## config.mk

```make
export PLATFORM = sky130hd
export DESIGN_NAME = gpio_seq_ctrl
export DESIGN_NICKNAME = d
export VERILOG_FILES = /design/src/rtl/gpio_map_pkg.sv /design/src/rtl/gpio_seq_pattern_ram.sv /design/src/rtl/gpio_seq_ctrl.sv
export SDC_FILE = /design/constraint.sdc
export NUM_CORES = 1
export LEC_CHECK = 0
export BUFFER_PORTS_ARGS = -buffer_cell sky130_fd_sc_hd__buf_4
export CAP_MARGIN = 20
export CORE_MARGIN = 10
export CORE_UTILIZATION = 38
export CTS_BUF_LIST = sky130_fd_sc_hd__clkbuf_2 sky130_fd_sc_hd__clkbuf_4 sky130_fd_sc_hd__clkbuf_8
export CTS_CLUSTER_SIZE = 12
export DETAILED_ROUTE_END_ITERATION = 10
export GPL_ROUTABILITY_DRIVEN = 0
export GPL_TIMING_DRIVEN = 0
export SLEW_MARGIN = 20
export SYNTH_ARGS = -nofsm -noshare
export SYNTH_HDL_FRONTEND = slang
export SYNTH_SLANG_ARGS = --single-unit
```

## constraint.sdc

```tcl
create_clock -name clk -period 5.4 [get_ports clk]
set_input_delay 0.54 -clock clk [delete_from_list [all_inputs] [get_ports clk]]
set_output_delay 0.54 -clock clk [all_outputs]
set_load 0.01 [all_outputs]
```

## src/rtl/gpio_map_pkg.sv

```systemverilog
// GPIO peripheral register map and the sequencer state encoding shared by
// the GPIO sequencing blocks.
package gpio_map_pkg;

  localparam logic [31:0] GPIO_MODER = 32'h0000_0000;
  localparam logic [31:0] GPIO_IDR   = 32'h0000_0004;
  localparam logic [31:0] GPIO_ODR   = 32'h0000_0008;

  typedef enum logic [2:0] {
    ST_IDLE,
    ST_CFG,
    ST_WR_ODR,
    ST_WAIT,
    ST_POLL,
    ST_CLR
  } seq_state_e;

endpackage

```

## src/rtl/gpio_seq_pattern_ram.sv

```systemverilog
// Pattern table for the GPIO sequencer: DEPTH x 8, synchronous write,
// asynchronous read, cleared by reset.
module gpio_seq_pattern_ram #(
  parameter int DEPTH = 8
) (
  input  logic                     clk,
  input  logic                     reset,
  input  logic                     i_we,
  input  logic [$clog2(DEPTH)-1:0] i_waddr,
  input  logic [7:0]               i_wdata,
  input  logic [$clog2(DEPTH)-1:0] i_raddr,
  output logic [7:0]               o_rdata
);

  logic [7:0] r_mem [DEPTH];

  always_ff @(posedge clk or posedge reset) begin
    if (reset) begin
      for (int i = 0; i < DEPTH; i++) begin
        r_mem[i] <= '0;
      end
    end else if (i_we) begin
      r_mem[i_waddr] <= i_wdata;
    end
  end

  // Read sees the pre-write value in the cycle of a same-index write.
  assign o_rdata = r_mem[i_raddr];

endmodule

```

## src/rtl/gpio_seq_ctrl.sv

```systemverilog
// GPIO sequencer: configures MODER, then steps a pattern table into ODR at a
// programmable interval, holding while masked IDR inputs are high.
module gpio_seq_ctrl
  import gpio_map_pkg::*;
#(
  parameter int          DEPTH    = 8,
  parameter int          PERIOD_W = 24,
  parameter logic [31:0] DIR_MASK = 32'h0000_00FF
) (
  input  logic                     clk,
  input  logic                     reset,
  input  logic                     i_start,
  input  logic                     i_stop,
  input  logic [PERIOD_W-1:0]      i_period,
  input  logic [$clog2(DEPTH)-1:0] i_last_idx,
  input  logic [7:0]               i_pause_mask,
  input  logic                     i_pat_we,
  input  logic [$clog2(DEPTH)-1:0] i_pat_addr,
  input  logic [7:0]               i_pat_wdata,
  output logic                     o_bus_cs,
  output logic                     o_bus_wr,
  output logic [31:0]              o_bus_addr,
  output logic [31:0]              o_bus_wdata,
  input  logic [31:0]              i_bus_rdata,
  output logic                     o_busy,
  output logic                     o_paused,
  output logic [$clog2(DEPTH)-1:0] o_step_idx
);

  localparam int             IW      = $clog2(DEPTH);
  localparam logic [IW-1:0]  IDX_MAX = IW'(DEPTH - 1);

  seq_state_e          r_state;
  seq_state_e          w_state_nxt;
  logic [IW-1:0]       r_idx;
  logic [PERIOD_W-1:0] r_cnt;
  logic                r_paused;
  logic [7:0]          w_pat;
  logic                w_hold;
  logic                w_wrap;
  logic                w_unused_rdata;

  function automatic logic [PERIOD_W-1:0] f_interval_load(input logic [PERIOD_W-1:0] p);
    return (p == '0) ? '0 : p - PERIOD_W'(1);
  endfunction

  gpio_seq_pattern_ram #(
    .DEPTH (DEPTH)
  ) u_pat_ram (
    .clk     (clk),
    .reset   (reset),
    .i_we    (i_pat_we),
    .i_waddr (i_pat_addr),
    .i_wdata (i_pat_wdata),
    .i_raddr (r_idx),
    .o_rdata (w_pat)
  );

  assign w_hold         = (i_bus_rdata[7:0] & i_pause_mask) != 8'h00;
  // Out-of-range last_idx is clamped by also wrapping at the top entry.
  assign w_wrap         = (r_idx == i_last_idx) || (r_idx == IDX_MAX);
  assign w_unused_rdata = ^i_bus_rdata[31:8];

  always_comb begin
    w_state_nxt = r_state;
    case (r_state)
      ST_IDLE:   if (i_start && !i_stop) w_state_nxt = ST_CFG;
      ST_CFG:    w_state_nxt = ST_WR_ODR;
      ST_WR_ODR: w_state_nxt = ST_WAIT;
      ST_WAIT:   if (r_cnt == '0) w_state_nxt = ST_POLL;
      ST_POLL:   if (!w_hold) w_state_nxt = ST_WR_ODR;
      ST_CLR:    w_state_nxt = ST_IDLE;
      default:   w_state_nxt = ST_IDLE;
    endcase
    if (i_stop && (r_state != ST_IDLE) && (r_state != ST_CLR)) begin
      w_state_nxt = ST_CLR;
    end
  end

  always_comb begin
    o_bus_cs    = 1'b0;
    o_bus_wr    = 1'b0;
    o_bus_addr  = '0;
    o_bus_wdata = '0;
    case (r_state)
      ST_CFG: begin
        o_bus_cs    = 1'b1;
        o_bus_wr    = 1'b1;
        o_bus_addr  = GPIO_MODER;
        o_bus_wdata = DIR_MASK;
      end
      ST_WR_ODR: begin
        o_bus_cs    = 1'b1;
        o_bus_wr    = 1'b1;
        o_bus_addr  = GPIO_ODR;
        o_bus_wdata = {24'h0, w_pat};
      end
      ST_POLL: begin
        o_bus_cs    = 1'b1;
        o_bus_addr  = GPIO_IDR;
      end
      ST_CLR: begin
        o_bus_cs    = 1'b1;
        o_bus_wr    = 1'b1;
        o_bus_addr  = GPIO_ODR;
      end
      default: ;
    endcase
  end

  assign o_busy     = (r_state != ST_IDLE);
  assign o_paused   = r_paused;
  assign o_step_idx = r_idx;

  always_ff @(posedge clk or posedge reset) begin
    if (reset) begin
      r_state  <= ST_IDLE;
      r_idx    <= '0;
      r_cnt    <= '0;
      r_paused <= 1'b0;
    end else begin
      r_state  <= w_state_nxt;
      r_paused <= (r_state == ST_POLL) && (w_state_nxt == ST_POLL);
      if ((r_state == ST_IDLE) && (w_state_nxt == ST_CFG)) begin
        r_idx <= '0;
      end else if ((r_state == ST_POLL) && (w_state_nxt == ST_WR_ODR)) begin
        r_idx <= w_wrap ? '0 : r_idx + IW'(1);
      end
      if (r_state == ST_WR_ODR) begin
        r_cnt <= f_interval_load(i_period);
      end else if ((r_state == ST_WAIT) && (r_cnt != '0)) begin
        r_cnt <= r_cnt - PERIOD_W'(1);
      end
    end
  end

endmodule

```

# Yosys cells after proc, flatten, opt, wreduce, memory -nomap -nowiden
# Cells that the tools add are included.
[totals] regBits=95 latchBits=0 ram_bits=0 rom_bits=0 input_bits=83 output_inout_bits=71 word_cells=74 memories=0
[classes] addsub=3 multipliers=0 n_div=0 order_cmp=3 eq_ne=11 n_shift=0 n_mux=21 bitwise_logic=3 n_reduce_logical=21
[op_table] cell="$mux W24" count=3
[op_table] cell="$bwmux W64" count=1
[op_table] cell="$logic_not A24 Y1" count=2
[op_table] cell="$sub A24 B1 Y24 const B" count=2
[op_table] cell="$bmux W8 S3" count=1
[op_table] cell="$demux W8 S3" count=1
[op_table] cell="$mux W8" count=3
[op_table] cell="$reduce_bool A24 Y1" count=1
[op_table] cell="$mux W3" count=7
[op_table] cell="$pmux W8 S2" count=1
[op_table] cell="$pmux W3 S5" count=1
[op_table] cell="$eq A3 B3 Y1 const B" count=4
[op_table] cell="$eq A3 B2 Y1 const B" count=3
[op_table] cell="$and A8 B8 Y8" count=1
[op_table] cell="$ge A4 B4 Y1 const B" count=2
[op_table] cell="$logic_and A1 B1 Y1" count=8
[op_table] cell="$not A3 Y4" count=2
[op_table] cell="$pmux W4 S2" count=1
[op_table] cell="$reduce_bool A8 Y1" count=1
[op_table] cell="$eq A3 B1 Y1 const B" count=2
[op_table] cell="$lt A4 B1 Y1 const B" count=1
[op_table] cell="$reduce_bool A2 Y1" count=2
[op_table] cell="$reduce_or A4 Y1" count=1
[op_table] cell="$add A3 B1 Y3 const B" count=1
[op_table] cell="9 further kinds" count=10

# Depth between registers and ports, before layout
# Gate-level depths: netlist (run 1).
[depth] word_depth=9 mapped_depth=10 ltp_nobuf=7

# Cells and area by module
# A second synthesis (run 1) with hierarchy kept.
[unflattened] cells_unflattened=548 hier_area_um2=6211.0
[by_module_without_submodules] module="gpio_seq_ctrl" n_inst=1 cells_each=375 area_per_inst_um2=3201.8
[by_module_without_submodules] module="gpio_seq_pattern_ram" n_inst=1 cells_each=173 area_per_inst_um2=3009.1

# Worst setup path before layout (run 1)
# OpenSTA, ideal clock, no wires.
[synth_path] path_type="register to output" from="reg r_idx[0], in the netlist o_step_idx[0]" to="out o_bus_wdata[7]" arrival_ps=2276 required_time_ps=4860 path_slack_ps=2584 path_stages_with_launch=7 n_path_buf=2 cell_sequence="dfrtp_1 -> clkbuf_1 -> clkbuf_1 -> mux4_2 -> mux2_2 -> a21oi_1 -> nor2_1"
[synth_between] elab_chain_len=5
[synth_rtl] element="start: declaration" line_no="gpio_seq_ctrl.sv:35" rtl="logic [IW-1:0] r_idx;"
[synth_rtl] element="start signal: assignment" line_no="gpio_seq_ctrl.sv:127" rtl="r_idx <= w_wrap ? '0 : r_idx + IW'(1);"
[synth_rtl] element="$not A3 Y4 (not written as such)" line_no="gpio_seq_pattern_ram.sv:28" rtl="assign o_rdata = r_mem[i_raddr];"
[synth_rtl] element="$bmux W8 S3" line_no="gpio_seq_pattern_ram.sv:28"
[synth_rtl] element="$mux W8 (not written as such) (2 in series)" line_no="gpio_seq_pattern_ram.sv:28"
[synth_rtl] element="$pmux W8 S2" line_no="gpio_seq_ctrl.sv:85" rtl="case (r_state)"
[synth_rtl] element="end: declaration" line_no="gpio_seq_ctrl.sv:23" rtl="output logic [31:0] o_bus_wdata,"
# No other way between the ends. The select of a mux whose other input is x is not followed.

# Final worst setup path (run 1)
# Ends and elaborated chain as after synthesis.

==> run summary, run 1 <==
Worst VDD drop = 0.220 mV
First-pass GRT wire length = 25200 um
CTS max path bufs = 2
DP Cell Count = 868
Vias in the first global route = 4748
CTS tree = built
Post-cts resize count = 0
Net count, final = 778
Fin cells = 883
R2R Path Start = r_cnt[0]$_DFFE_PP0P_
Share of cells above drive strength 1 = 36.0%
Pleak = 3.10 nW
Synthesized netlist cell count = 552
Tot GR Track Use = 15.3%
Startpoint type of the worst setup path = register
DR vias/cell = 5.34
Setup TNS = 0 ps
Slew HR = 32.8%
Final hold vios = 0
Worst-Skew Late Latency = 380 ps
H-tree Lvls = 3
Worst r2r path cells = 7
Filler cells = 1394
Seq/Total Area, Yosys = 40.4%
Critical path class = register to output port
Placed inst area = 6930 um^2
Critical Path Sink Type = output port
F_max = 0.260 GHz
Worst R2R End = r_cnt[4]$_DFFE_PP0P_
FP Rows = 45
Hpwl dp = 11800 um
Max cap viols = 0
Crit Path Max Fanout = 10
Port buffer count = 70
Die W = 145 um
# clock sinks = 95
Primary FF master, synth = dfrtp_1
Setup-failing EPs final = 0
Area Growth Syn to Fin = 21.5%
Cell chosen for the clock root = clkbuf_8
Synth cell types = 61
Design Area, Final = 7160 um^2
RSZ-0062 raised after global routing = false
Tmin final = 3850 ps
Number of synthesized flops with an enable pin = 0
Total Wirelength = 15900 um
Clk slew on worst S/H paths = 90 ps
DR WL/cell = 18.0 um
Critical path required time = 4860 ps
Initial Utilization = 38.7%
Async SR Flop Fraction = 100%
Remaining DRCs = 0
PwrDens = 369 nW/um^2
Min-delay worst type = input port to asynchronous set/reset pin
Worst slew pin tran = 1010 ps
Detail Route Antenna Nets = 0
Ports = 154
Die Ht = 145 um
Worst Clk Skew = 7.69 ps
Clock buffer count from CTS = 9
Synthesis Warnings = 0
Die area = 20900 um^2
Initial antenna violation count = 0
Mapped Area = 5890 um^2
Slew Limit Fails = 0
Period utilization = 71.3%
Critical path arrival = 3310 ps
DRT Pass-1 Iters = 4
Hold_buf cts = 0
Drt initial violations = 358
Mean post-synth cell area = 10.7 um^2
Status = completed
Largest net degree at the start of global routing = 80
Seq cells post-synth = 95
Core Footprint = 15200 um^2
Post CTS Setup Buffer Count = 0
Overall via count from detail_route = 4716
GR Overflow Total = 0
Internal reg-to-reg setup slack = 2560 ps
N_diodes = 0
[synth_stat cells (all sizes together), types with 3 or more instances]
master  number  area (um^2)
buf         60          447
clkbuf      22         82.6
mux2        74          833
o22ai        4         25.0
inv         10         37.5
nor3b        6         45.0
nand2       20         75.1
o311ai       4         35.0
nand3       15         75.1
o31ai        3         22.5
or3          9         56.3
ha           4         50.1
a31oi        7         43.8
nor2        27          101
nor4        14          100
and3         3         18.8
dfrtp       95         2380
or4          9         71.3
mux4        16          360
nand2b       7         43.8
nand4        9         56.3
a22oi        6         45.0
nor3        19         95.1
xnor2        7         61.3
o21ai       17          100
o211ai      10         75.1
nand4b       4         35.0
xor2        13          114
and4         3         26.3
a21oi       23          115
[through the flow]
stage	hold slack (ps)	power, mW	utilization [%]	setup slack [ps]
finish	69.4	2.64	47.1	1550
floorplan	474	1.74	-	2380
detailed placement	480	2.12	45.6	1880
CTS	56.3	2.66	47.1	1440
global placement	482	2.08	45.1	1380
global route	57.0	2.83	47.1	1300
[kinds of logic (layout without fill, tap and decap cells)]
logic type / Yosys count / in the layout / synth area share (%)
AO/OA/AOI/OAI: 94 / 94 / 10.8
XOR/XNOR: 20 / 20 / 2.97
adder cells (fa/ha/maj): 4 / 4 / 0.850
buffers and inverters: 92 / 182 / 9.62
flip-flops: 95 / 95 / 40.4
multiplexers: 92 / 92 / 20.6
other: 1 / 54 / 0.0637
AND/OR/NAND/NOR: 154 / 154 / 14.8
[metal layers]
layer  GRT usage, %  vias up  routed length, um
met4           3.19        0                 99
met1           18.9     2321               6810
li1               -     2237                  -
met5              0        -                  0
met3           5.05       11               1300
met2           25.5      147               7650
[cells in the final DEF, fill, tap and decap left out, drive strengths merged, types with 3 or more instances in the layout]
cell type and n:
ha 4, nand3 15, xnor2 7, nor3b 6, a21oi 23, or4 9, nand4 9, o21ai 17
a22oi 6, buf 135, o311ai 4, or3 9, nand2b 7, o211ai 10, o22ai 4, nand4b 4
nor3 19, mux4 16, dfrtp 95, nor2 27, o31ai 3, and4 3, nor4 14, mux2 74
nand2 20, clkbuf 32, a31oi 7, inv 13, conb 54, xor2 13, and3 3
[flip-flops by register name (all words and copies together), names as in the netlist]
name and count:
r_cnt 24, r_state 3, o_step_idx 3, o_paused 1, u_pat_ram.r_mem 64
[layout make-up]
type                       instances  area (um^2)  share of cell area, %
timing repair buffer              75          583                   8.15
sequential                        95         2380                   33.2
tap                              188          235                   3.29
inverter                          10         42.5                  0.594
multi-input combinational        418         3170                   44.2
clock buffer                      10          138                   1.92
clock inverter                     5         86.3                   1.21
buffer                            82          529                   7.40
[how the worst max path moves through the flow]
stage	startpoint	endpoint	slack, ps
after floorplan	reset	o_paused$_DFF_PP0_	2380
after global placement	reset	u_pat_ram.r_mem[39]$_DFFE_PP0P_	1380
after detailed placement	o_step_idx[0]$_DFFE_PP0P_	o_bus_wdata[7]	1880
after CTS	o_step_idx[0]$_DFFE_PP0P_	o_bus_wdata[7]	1440
after global routing	o_step_idx[0]$_DFFE_PP0P_	o_bus_wdata[7]	1300
final	o_step_idx[0]$_DFFE_PP0P_	o_bus_wdata[7]	1550
[critical path, stage by stage (launching register included)]
cell,delay (ps)
dfrtp_1,380
clkbuf_1,640
clkbuf_1,660
mux4_2,590
mux2_2,280
a21oi_1,150
nor2_1,70
buf_4,170
[report_power, final]
group / switching, mW / total (mW) / internal [mW]
sequential: 0.146 / 1.06 / 0.910
combinational: 0.545 / 1.05 / 0.504
clock: 0.260 / 0.536 / 0.276
No activity file was read; power rests on OpenSTA's default activity.
==> run 2, diff against run 1 <==
==> constraint.sdc (replaced) <==
create_clock -name clk -period 3.2 [get_ports clk]
set_input_delay 0.32 -clock clk [delete_from_list [all_inputs] [get_ports clk]]
set_output_delay 0.32 -clock clk [all_outputs]
set_load 0.01 [all_outputs]
==> run summary, run 2 (same netlist as run 1, synthesis figures left out) <==
Port buffer count = 70
Pre-CTS setup slack = -99.0 ps
Filler cells = 1394
Slew Limit Fails = 0
Overall via count from detail_route = 4757
CP max stage delay = 520 ps
Slew HR = 34.4%
Final hold vios = 0
Fin worst setup slack = 219 ps
F_max = 0.335 GHz
DR WL/cell = 18.0 um
Cell chosen for the clock root = clkbuf_8
Register area = 2380 um^2
Most common cell after layout, fill and taps aside = buf_4
CTS tree = built
Net count, final = 779
Tot GR Track Use = 15.3%
Status = completed
Clock buffer count from CTS = 9
Total Wirelength = 15900 um
Min-delay worst type = input port to register
GR Overflow Total = 0
Worst VDD drop = 0.370 mV
Most frequent cells in the layout = 128 x buf_4, 95 x dfrtp_1, 74 x mux2_2, 54 x conb_1, 27 x nor2_1
Startpoint type of the worst setup path = register
Layout Utilization = 47.2%
Area of the multi-input gates = 3170 um^2
Critical path arrival = 2660 ps
DR vias/cell = 5.38
Setup-failing EPs final = 0
Worst-Skew Late Latency = 380 ps
Die area = 20900 um^2
FP Rows = 45
Max cap viols = 0
Critical path class = register to output port
Critical Path Sink Type = output port
Worst slew pin tran = 982 ps
Cells along the critical path = clkbuf_2 -> clkbuf_4 -> mux4_2 -> mux2_2 -> a21oi_1 -> nor2_1 -> buf_4
Share of cells above drive strength 1 = 36.5%
Area Growth Syn to Fin = 21.8%
Remaining DRCs = 0
Tmin final = 2980 ps
Ports = 154
First-pass GRT wire length = 25200 um
RSZ-0062 raised after global routing = false
Initial antenna violation count = 0
Crit Path Max Fanout = 10
Period utilization = 93.2%
CTS max path bufs = 2
Initial Utilization = 38.7%
Post CTS Setup Buffer Count = 0
DRT Pass-1 Iters = 4
Pleak = 3.12 nW
Largest net degree at the start of global routing = 80
Most flop-heavy register = u_pat_ram.r_mem
# clock sinks = 95
Core Footprint = 15200 um^2
H-tree Lvls = 3
Vias in the first global route = 4758
Top Registers = u_pat_ram.r_mem x64, r_cnt x24
Max reg flops = 64
Hpwl dp = 11800 um
Detail Route Antenna Nets = 0
Internal reg-to-reg setup slack = 400 ps
Critical path required time = 2880 ps
N_diodes = 0
CP max-delay cell = mux4_2
Worst Clk Skew = 9.32 ps
Die Ht = 145 um
Clk slew on worst S/H paths = 90 ps
PwrDens = 622 nW/um^2
Die W = 145 um
Drt initial violations = 357
[run 2: cell count changes in the layout (fill, tap and decap cells not counted), sizes merged]
cell,delta
dlygate4sd3,+1
[run 2: area by class of cell]
class	count	share of cell area, %
Tap cell	188	3.28
Multi-Input combinational cell	418	44.1
Clock buffer	10	1.92
Buffer	82	7.48
Inverter	10	0.593
Timing Repair Buffer	76	8.27
Clock inverter	5	1.20
Sequential cell	95	33.1
[run 2: worst max-delay path, delay by kind of cell (launching register included)]
| kind | cells | cell delay (ps) |
|---|---|---|
| simple gates | 1 | 70 |
| flops | 1 | 380 |
| mux | 2 | 800 |
| buf+inv | 3 | 880 |
| compound gates | 1 | 150 |
[run 2: metrics by stage]
| step | instance area (um^2) | setup TNS [ps] | hold WS (ps) | std cells | total power, mW |
|---|---|---|---|---|---|
| 3_3_place_gp | 6850 | -56630 | 482 | 863 | 3.51 |
| 6_report | 7170 | 0 | 199 | 884 | 4.46 |
| 5_1_grt | 7170 | 0 | 200 | 884 | 4.77 |
| 2_1_floorplan | 6090 | 0 | 454 | 605 | 2.94 |
| 4_1_cts | 7170 | 0 | 182 | 884 | 4.49 |
| 3_5_place_dp | 6930 | -99.0 | 260 | 868 | 3.57 |
[run 2: per-layer routing]
layer | track usage [%] | part of all wire, % | vias up
met4 | 3.19 | 1.1 | 0
met2 | 25.6 | 48 | 142
li1 | - | - | 2244
met3 | 5.05 | 8.3 | 17
met5 | 0 | 0 | -
met1 | 18.9 | 42 | 2354
[run 2: power breakdown]
part / switching [mW] / total [mW] / internal (mW)
clock network: 0.438 / 0.903 / 0.466
registers: 0.247 / 1.78 / 1.54
logic: 0.922 / 1.78 / 0.854
[run 2: path summary, 6_finish.rpt]
| path | from | endpoint | cells past startpoint |
|---|---|---|---|
| setup / recovery | o_step_idx[0]$_DFFE_PP0P_ | o_bus_wdata[7] | 7 |
| hold / removal | i_period[0] | r_cnt[0]$_DFFE_PP0P_ | 2 |
| setup reg to reg | r_cnt[0]$_DFFE_PP0P_ | r_cnt[4]$_DFFE_PP0P_ | 7 |
| hold reg to reg | u_pat_ram.r_mem[33]$_DFFE_PP0P_ | u_pat_ram.r_mem[33]$_DFFE_PP0P_ | 1 |
| max in group asynchronous | reset | r_cnt[19]$_DFFE_PP0P_ | 4 |
| min in group asynchronous | reset | r_cnt[6]$_DFFE_PP0P_ | 3 |
[run 2: repair_timing]
item,in CTS,in global routing
setup endpoints to repair,8,1
resized for setup,4,2
hold buffers,1,0
hold endpoints to repair,16,0
pin swaps,0,0
==> run 3, diff against run 2 <==
--- a/config.mk
+++ b/config.mk
@@ -6,7 +6,7 @@
 export NUM_CORES = 1
 export LEC_CHECK = 0
 export BUFFER_PORTS_ARGS = -buffer_cell sky130_fd_sc_hd__buf_4
-export CAP_MARGIN = 20
+export CAP_MARGIN = 10
 export CORE_MARGIN = 10
 export CORE_UTILIZATION = 38
 export CTS_BUF_LIST = sky130_fd_sc_hd__clkbuf_2 sky130_fd_sc_hd__clkbuf_4 sky130_fd_sc_hd__clkbuf_8
@@ -14,6 +14,7 @@
 export DETAILED_ROUTE_END_ITERATION = 10
 export GPL_ROUTABILITY_DRIVEN = 0
 export GPL_TIMING_DRIVEN = 0
+export REMOVE_ABC_BUFFERS = 1
 export SLEW_MARGIN = 20
 export SYNTH_ARGS = -nofsm -noshare
 export SYNTH_HDL_FRONTEND = slang
==> run summary, run 3 (same netlist as run 1, synthesis figures left out) <==
Critical Path Source = r_state[0]$_DFF_PP0_
Setup-failing EPs final = 0
Max reg flops = 64
Power Total = 4.32 mW
Cell chosen for the clock root = clkbuf_8
Die Ht = 145 um
Fin worst setup slack = 270 ps
Sw Ratio = 37.0%
Worst slew pin tran = 1000 ps
DR WL/cell = 19.2 um
Worst R2R End = r_cnt[4]$_DFFE_PP0P_
Pre-CTS setup slack = 410 ps
Drt initial violations = 471
Worst r2r path cells = 5
PwrDens = 646 nW/um^2
Total Wirelength = 15500 um
Slew Limit Fails = 0
Initial antenna violation count = 0
Ports = 154
CTS tree = built
Critical path required time = 2880 ps
Initial Utilization = 38.7%
Die area = 20900 um^2
Most flop-heavy register = u_pat_ram.r_mem
Tmin final = 2930 ps
CP max-delay cell = nor2_1
Overall via count from detail_route = 4478
Critical path arrival = 2610 ps
Tot GR Track Use = 14.6%
Area Growth Syn to Fin = 13.4%
Clk slew on worst S/H paths = 90 ps
Layout Utilization = 44.0%
Die W = 145 um
Remaining DRCs = 0
Share of cells above drive strength 1 = 32.5%
Clock buffer count from CTS = 9
First-pass GRT wire length = 24200 um
GR Overflow Total = 0
Core Footprint = 15200 um^2
Net switching power figure = 1.60 mW
Worst-Skew Late Latency = 370 ps
DP Cell Count = 792
Fin cells = 809
Critical path class = register to output port
Vias in the first global route = 4554
Clock share of power = 19.6%
Port buffer count = 75
Top Registers = u_pat_ram.r_mem x64, r_cnt x24
CP endpoint = o_bus_wdata[2]
Startpoint type of the worst setup path = register
Pint = 2.72 mW
Hpwl dp = 11200 um
Crit Path Max Fanout = 14
DR vias/cell = 5.54
Most frequent cells in the layout = 93 x dfrtp_1, 80 x buf_4, 74 x mux2_2, 54 x conb_1, 27 x nor2_1
R2R Path Start = r_cnt[3]$_DFFE_PP0P_
FP Rows = 45
Critical Path Sink Type = output port
Period utilization = 91.6%
Hold_ws = 179 ps
Net count, final = 703
Final hold vios = 0
Detail Route Antenna Nets = 0
Logic pwr share = 36.2%
Slew HR = 32.5%
Pleak = 2.79 nW
Filler cells = 1446
Cells along the critical path = inv_1 -> nor2_1 -> a21oi_1 -> nor2_1 -> buf_4
CP max stage delay = 810 ps
Min-delay worst type = input port to register
Worst VDD drop = 0.348 mV
Status = completed
# clock sinks = 95
RSZ-0062 raised after global routing = false
DRT Pass-1 Iters = 5
Most frequent CP cell = nor2_1
Sequential share of power = 44.2%
H-tree Lvls = 3
Max cap viols = 0
Internal reg-to-reg setup slack = 340 ps
Most common cell after layout, fill and taps aside = dfrtp_1
CTS max path bufs = 2
Worst Clk Skew = 3.93 ps
Largest net degree at the start of global routing = 78
N_diodes = 0
F_max = 0.341 GHz
run 3: final cells by class:
type,count,area (um^2),area share (%)
Multi-Input combinational cell,418,3180,47.5
Sequential cell,95,2380,35.6
Timing Repair Buffer,82,638,9.55
Tap cell,188,235,3.52
Clock buffer,11,145,2.17
Clock inverter,5,63.8,0.955
Inverter,10,42.5,0.637
run 3: power groups by stage:
stage	sequential (mW)	combinational (mW)	clock [mW]
2_1_floorplan	1.80	1.04	0
3_3_place_gp	1.89	1.51	0
3_5_place_dp	1.92	1.57	0
4_1_cts	1.90	1.57	0.869
5_1_grt	1.96	1.72	0.925
6_report	1.91	1.56	0.848
run 3: what timing repair did:
item	CTS	global route
hold buffers	1	0
endpoints found under the setup margin	0	0
buffers inserted	0	0
gates resized for setup	0	0
endpoints found under the hold margin	18	0
run 3: worst min-delay path by stage:
stage               slack [ps]  depth (start not counted)                       startpoint                               to
finish                     180                          2                           i_stop             r_state[1]$_DFF_PP0_
global route               150                          2                           i_stop             r_state[1]$_DFF_PP0_
CTS                        150                          2                           i_stop             r_state[1]$_DFF_PP0_
detailed placement         270                          2                            reset             r_cnt[1]$_DFFE_PP0P_
global placement           480                          1  u_pat_ram.r_mem[11]$_DFFE_PP0P_  u_pat_ram.r_mem[11]$_DFFE_PP0P_
floorplan                  380                          1                           i_stop             r_state[1]$_DFF_PP0_
run 3: metal layers:
| metal | share of wire, % | track usage, % | up-vias | wire (um) |
|---|---|---|---|---|
| met4 | 0.55 | 3.30 | 0 | 85 |
| met1 | 43 | 18.3 | 2213 | 6640 |
| met5 | 0 | 0 | - | 0 |
| met3 | 8.0 | 5.12 | 12 | 1240 |
| li1 | - | - | 2083 | - |
| met2 | 49 | 23.8 | 170 | 7530 |
run 3: stage by stage:
stage                     cell area (um^2)  TNS [ps]
final                                 6680         0
after detailed placement              6460         0
after CTS                             6680         0
after global placement                6360    -59170
after floorplan                       5560         0
after global routing                  6680         0
run 3: worst max-delay path, delay by kind of cell, from the launching register on:
| family | cells | cell delay (ps) |
|---|---|---|
| flops | 1 | 640 |
| compound gates | 1 | 100 |
| buf+inv | 2 | 470 |
| simple gates | 2 | 1020 |
